<file path="config.mk">
export PLATFORM = sky130hd
export DESIGN_NAME = instr_fetch
export DESIGN_NICKNAME = d
export VERILOG_FILES = /design/src/rtl/instr_fetch.sv
export SDC_FILE = /design/constraint.sdc
export NUM_CORES = 1
export LEC_CHECK = 0
export BUFFER_PORTS_ARGS = -buffer_cell sky130_fd_sc_hd__buf_2
export CAP_MARGIN = 25
export CORE_MARGIN = 10
export CORE_UTILIZATION = 58
export CTS_BUF_LIST = sky130_fd_sc_hd__clkbuf_4
export CTS_CLUSTER_SIZE = 12
export DETAILED_ROUTE_END_ITERATION = 10
export PLACE_DENSITY = 0.83
export SLEW_MARGIN = 15
export SYNTH_ARGS = -nofsm -noshare
export SYNTH_HDL_FRONTEND = slang
export SYNTH_SLANG_ARGS = --single-unit
export TNS_END_PERCENT = 50
</file>
<file path="constraint.sdc">
create_clock -name clk -period 3.5 [get_ports clk]
set_input_delay 0.525 -clock clk [delete_from_list [all_inputs] [get_ports clk]]
set_output_delay 0.525 -clock clk [all_outputs]
set_load 0.02 [all_outputs]
</file>
<file path="src/rtl/instr_fetch.sv">
// Instruction fetch stage with IF/ID pipeline register.
// Issues level-style requests to instruction memory and captures returned
// words into IF/ID. Taken CBZ branches flush IF/ID and redirect the PC. A
// request still in flight when a branch is taken is drained and its data
// dropped. The optional macro FETCH_PREFETCH_EN adds a one-entry skid buffer.
// That buffer absorbs a word that returns while decode is stalled.
module instr_fetch #(
  parameter int              PC_W     = 64,
  parameter logic [PC_W-1:0] RESET_PC = '0
) (
  input  logic            clk,
  input  logic            rst_n,
  output logic            imem_req,
  output logic [PC_W-1:0] imem_addr,
  input  logic            imem_ack,
  input  logic [31:0]     imem_rdata,
  input  logic            stall,
  input  logic            branch,
  input  logic            zero,
  input  logic [PC_W-1:0] br_pc,
  input  logic [18:0]     br_offset,
  output logic            id_valid,
  output logic [31:0]     id_instr,
  output logic [10:0]     id_opcode,
  output logic [PC_W-1:0] id_pc
);

  typedef enum logic [1:0] {
    IDLE  = 2'd0,
    FETCH = 2'd1,
    DRAIN = 2'd2
  } state_t;

  state_t state, state_nxt;

  // pc is the address being requested; it stays on the old address during
  // DRAIN, while tgt holds the redirect taken once the stale ack arrives.
  logic [PC_W-1:0] pc, pc_nxt;
  logic [PC_W-1:0] tgt, tgt_nxt;

  logic            id_valid_nxt;
  logic [31:0]     id_instr_nxt;
  logic [PC_W-1:0] id_pc_nxt;

`ifdef FETCH_PREFETCH_EN
  logic            skid_vld_p0, skid_vld_nxt;
  logic [31:0]     skid_instr_p0, skid_instr_nxt;
  logic [PC_W-1:0] skid_pc_p0, skid_pc_nxt;
`endif

  logic            taken;
  logic            slot_free;
  logic            req_gate;
  logic            accept;
  logic [PC_W-1:0] br_target;

  // Branch target: word offset sign-extended, scaled to bytes, wraps at PC_W.
  function automatic logic [PC_W-1:0] branch_target(
    input logic [PC_W-1:0]   base,
    input logic signed [18:0] off
  );
    logic signed [PC_W-1:0] ext;
    ext = {{(PC_W-19){off[18]}}, off};
    return base + PC_W'(ext <<< 2);
  endfunction

  assign taken     = branch & zero;
  assign br_target = branch_target(br_pc, signed'(br_offset));
  assign slot_free = !id_valid || !stall;

`ifdef FETCH_PREFETCH_EN
  assign req_gate = !skid_vld_p0;
`else
  assign req_gate = slot_free;
`endif

  assign imem_req  = (state == DRAIN) || ((state == FETCH) && req_gate);
  assign imem_addr = pc;
  assign accept    = imem_req && imem_ack;
  assign id_opcode = id_instr[31:21];

  // Next-state, PC, IF/ID and skid-buffer updates.
  always_comb begin
    state_nxt    = state;
    pc_nxt       = pc;
    tgt_nxt      = tgt;
    id_valid_nxt = id_valid;
    id_instr_nxt = id_instr;
    id_pc_nxt    = id_pc;
`ifdef FETCH_PREFETCH_EN
    skid_vld_nxt   = skid_vld_p0;
    skid_instr_nxt = skid_instr_p0;
    skid_pc_nxt    = skid_pc_p0;
`endif
    case (state)
      IDLE: begin
        state_nxt = FETCH;
      end
      FETCH: begin
        if (taken) begin
          // Flush wins over stall and over any word returning this cycle.
          id_valid_nxt = 1'b0;
          id_instr_nxt = '0;
`ifdef FETCH_PREFETCH_EN
          skid_vld_nxt = 1'b0;
`endif
          if (imem_req && !imem_ack) begin
            state_nxt = DRAIN;
            tgt_nxt   = br_target;
          end else begin
            pc_nxt = br_target;
          end
        end else begin
`ifdef FETCH_PREFETCH_EN
          if (slot_free) begin
            if (skid_vld_p0) begin
              id_valid_nxt = 1'b1;
              id_instr_nxt = skid_instr_p0;
              id_pc_nxt    = skid_pc_p0;
              skid_vld_nxt = 1'b0;
            end else if (accept) begin
              id_valid_nxt = 1'b1;
              id_instr_nxt = imem_rdata;
              id_pc_nxt    = pc;
            end else begin
              id_valid_nxt = 1'b0;
              id_instr_nxt = '0;
            end
          end else if (accept) begin
            skid_vld_nxt   = 1'b1;
            skid_instr_nxt = imem_rdata;
            skid_pc_nxt    = pc;
          end
`else
          if (accept) begin
            id_valid_nxt = 1'b1;
            id_instr_nxt = imem_rdata;
            id_pc_nxt    = pc;
          end else if (!stall) begin
            id_valid_nxt = 1'b0;
            id_instr_nxt = '0;
          end
`endif
          if (accept) begin
            pc_nxt = pc + PC_W'(4);
          end
        end
      end
      DRAIN: begin
        id_valid_nxt = 1'b0;
        id_instr_nxt = '0;
        if (taken) begin
          tgt_nxt = br_target;
        end
        if (imem_ack) begin
          state_nxt = FETCH;
          pc_nxt    = taken ? br_target : tgt;
        end
      end
      default: begin
        state_nxt = IDLE;
      end
    endcase
  end

  // State and pipeline registers; reset abandons any in-flight request.
  always_ff @(posedge clk or negedge rst_n) begin
    if (!rst_n) begin
      state    <= IDLE;
      pc       <= RESET_PC;
      tgt      <= RESET_PC;
      id_valid <= 1'b0;
      id_instr <= '0;
      id_pc    <= '0;
`ifdef FETCH_PREFETCH_EN
      skid_vld_p0   <= 1'b0;
      skid_instr_p0 <= '0;
      skid_pc_p0    <= '0;
`endif
    end else begin
      state    <= state_nxt;
      pc       <= pc_nxt;
      tgt      <= tgt_nxt;
      id_valid <= id_valid_nxt;
      id_instr <= id_instr_nxt;
      id_pc    <= id_pc_nxt;
`ifdef FETCH_PREFETCH_EN
      skid_vld_p0   <= skid_vld_nxt;
      skid_instr_p0 <= skid_instr_nxt;
      skid_pc_p0    <= skid_pc_nxt;
`endif
    end
  end

endmodule
</file>
==> flow_summary.json <==
{
  "first_iter_violations": 1485,
  "outcome": "complete, no violations",
  "die_w_um": 179,
  "maxCapViolations": 0,
  "power_switching_mw": 6.63,
  "postCtsSetupRepairBufs": 0,
  "instances_no_fill": 2363,
  "endpoint_kind": "register",
  "nNetsFinal": 2187,
  "start_util_pct": 58.7,
  "min_period_ps": 3030,
  "cts_tree": "built",
  "synth.cell_area_um2": 14700,
  "fillers": 2030,
  "synth_warnings": 0,
  "cts_inserted_buffers": 54,
  "drcViolationCount": 0,
  "io_pins": 294,
  "setup_ws_ps": 474,
  "h-tree-depth": 2,
  "period_share_pct": 86.5,
  "grt_first_pass_wirelength_mm": 75.5,
  "fin_setup_tns_ps": 0,
  "clock_latency_ps": 650,
  "worstPathArrival_ps": 3510,
  "place_hpwl_mm": 37.2,
  "worst_setup_hold_path_clk_slew_ps": 80,
  "synth-edff-count": 0,
  "io_buffers": 293,
  "timing.setup.critical_path_class": "register to register",
  "share_seq_of_total_power_pct": 36.1,
  "viasPerCell": 6.15,
  "maxSlewHeadroom_pct": 44.8,
  "syn_avg_cell_area_um2": 8.71,
  "drive_above_1_share_pct": 27.0,
  "fin_skew_ps": 33.1,
  "pwr-share-clk_pct": 14.3,
  "wl_per_cell_um": 20.5,
  "final_antenna_net_count": 0,
  "antenna_found_initial": 2,
  "syn_nets": 1874,
  "p_leak_nw": 8.05,
  "grt_pass1_vias": 14000,
  "vias": 14500,
  "place.gp.congestion": 0.957,
  "place_ws_ps": -48.1,
  "max_clock_freq_mhz": 330,
  "synthFlopType": "dfrtp_1",
  "crit_path_start_kind": "register",
  "core-area_um2": 25000,
  "ff2ff_path_depth": 11,
  "finalSetupViolations": 0,
  "layout_common_cells": "buf_2 (292), nand2_1 (236), dfrtp_1 (227)",
  "hold_path_class": "primary input to register",
  "power_density_nw_per_um2": 808,
  "grt.total_usage_pct": 29.1,
  "max_slew.worst_pin.slew_ps": 828,
  "rsz0062_at_grt": "no",
  "critPathMaxFanout": 42,
  "async_reset_ff_share_pct": 100,
  "cts-root-buf": "clkbuf_4",
  "syn_inst": 1686,
  "clock_sinks": 227,
  "rr_startpoint": "state[1]$_DFFE_PN0P_",
  "ys_seq_area_share_pct": 38.7,
  "critPathLaunch": "state[1]$_DFFE_PN0P_",
  "firstDrtPassIters": 6,
  "hold_viol": 0,
  "power_mw": 14.0,
  "dieArea_um2": 32100,
  "ys_ff_latch": 227,
  "ys_types": 79,
  "drv_slew": 0,
  "area_delta_synth_final_pct": 18.1,
  "hold_path.startpoint": "imem_rdata[3]",
  "dpl.cell_count": 2272,
  "worstHoldPathCells": 2,
  "comb_power_share_pct": 49.6,
  "totalWireLength_mm": 48.4,
  "grt_max_degree": 86,
  "p_sw_share_pct": 47.3,
  "final_common_cell": "buf_2",
  "rows": 58,
  "irDropWorstVdd_mv": 0.528,
  "p_int_mw": 7.38,
  "clockBufferDepth": 3,
  "globalRouteOverflowTotal": 0,
  "fp.dieH_um": 179,
  "required_ps": 3990
}
per-layer routing:
metal | GRT usage, % | up-vias | wire length (um)
met2 | 46.6 | 796 | 22100
met5 | 0 | - | 0
li1 | - | 6758 | -
met3 | 4.80 | 82 | 4770
met1 | 40.0 | 6891 | 20300
met4 | 8.17 | 0 | 1170
metrics by stage:
step	cell area (um^2)	hold WS [ps]	util [%]
finish	17300	106	69.3
global route	17300	81.9	69.3
CTS	17300	91.0	69.2
detailed placement	16700	466	66.7
global placement	16700	458	66.7
floorplan	14700	229	-
registers in the layout, indices dropped and copies added, names as in the netlist:
name	cells
id_pc	64
imem_addr	64
tgt	64
id_instr	32
state	2
id_valid	1
worst max-delay path, cell delays in order (launching register included):
cell	delay (ps)
dfrtp_1	400
inv_1	80
ha_1	310
a21oi_1	350
mux2i_1	380
a21o_2	310
buf_4	410
nor3_1	100
a21oi_1	120
o21ai_0	80
a22oi_1	170
o21ai_0	150
worst paths after layout:
path	slack, ps	end
worst min register to register	480	id_pc[47]$_DFFE_PN0P_
max in group asynchronous	2050	id_pc[38]$_DFFE_PN0P_
worst min-delay path	110	id_instr[3]$_DFFE_PN0P_
worst max register to register	470	imem_addr[27]$_DFFE_PN0P_
min in group asynchronous	480	id_pc[7]$_DFFE_PN0P_
worst max-delay path	470	imem_addr[27]$_DFFE_PN0P_
what timing repair did:
item | in CTS | in global routing
resized for setup | 0 | 0
endpoints found under the hold margin | 78 | 0
hold buffers | 1 | 0
kinds of logic after synthesis:
logic type | synth area share (%)
and+or+nand+nor | 17.2
adders and majority gates | 5.76
xor gates and xnor gates | 5.67
muxes | 5.93
AOI/OAI and AO/OA | 22.9
DFF | 38.7
buffers and inverters | 3.82
synth_stat cells (10+ instances only):
library cell	n	share of area, %
a31oi_1	17	0.72
xor2_1	46	2.7
nor2_1	113	2.9
buf_1	15	0.38
nor3_1	27	0.92
o21bai_1	15	0.77
nand2b_1	10	0.43
nand3_1	50	1.7
buf_2	10	0.34
mux2i_1	15	1.0
o211ai_1	12	0.61
o21a_1	17	0.87
nand2_1	237	6.1
a21o_1	31	1.6
buf_4	13	0.66
xnor2_1	49	2.9
nand4_1	39	1.7
o21ai_0	190	6.5
a22o_1	33	2.0
clkbuf_1	72	1.8
and3_1	16	0.68
a21oi_1	124	4.2
mux2_2	64	4.9
ha_1	66	5.6
a22oi_1	15	0.77
dfrtp_1	227	39
inv_1	22	0.56
power groups by stage:
| stage | logic (mW) | registers (mW) | clock network [mW] |
|---|---|---|---|
| final | 6.95 | 5.06 | 2.00 |
| after global routing | 7.57 | 5.20 | 2.18 |
| after CTS | 6.93 | 5.00 | 2.03 |
| after detailed placement | 6.91 | 5.05 | 0 |
| after global placement | 6.72 | 4.95 | 0 |
| after floorplan | 3.62 | 5.69 | 0 |
final cells by class:
class,instances,area (um^2),share of cell area (%)
diodes,2,5.00,0.0289
repair buffers,367,2060,11.9
well taps,330,413,2.38
inverters,23,86.3,0.498
flip-flops and latches,227,5680,32.8
multi-input cells,1326,8480,48.9
clock buffers,76,571,3.29
clock inverters,12,50.0,0.289
(Power assumes the default switching activity.)
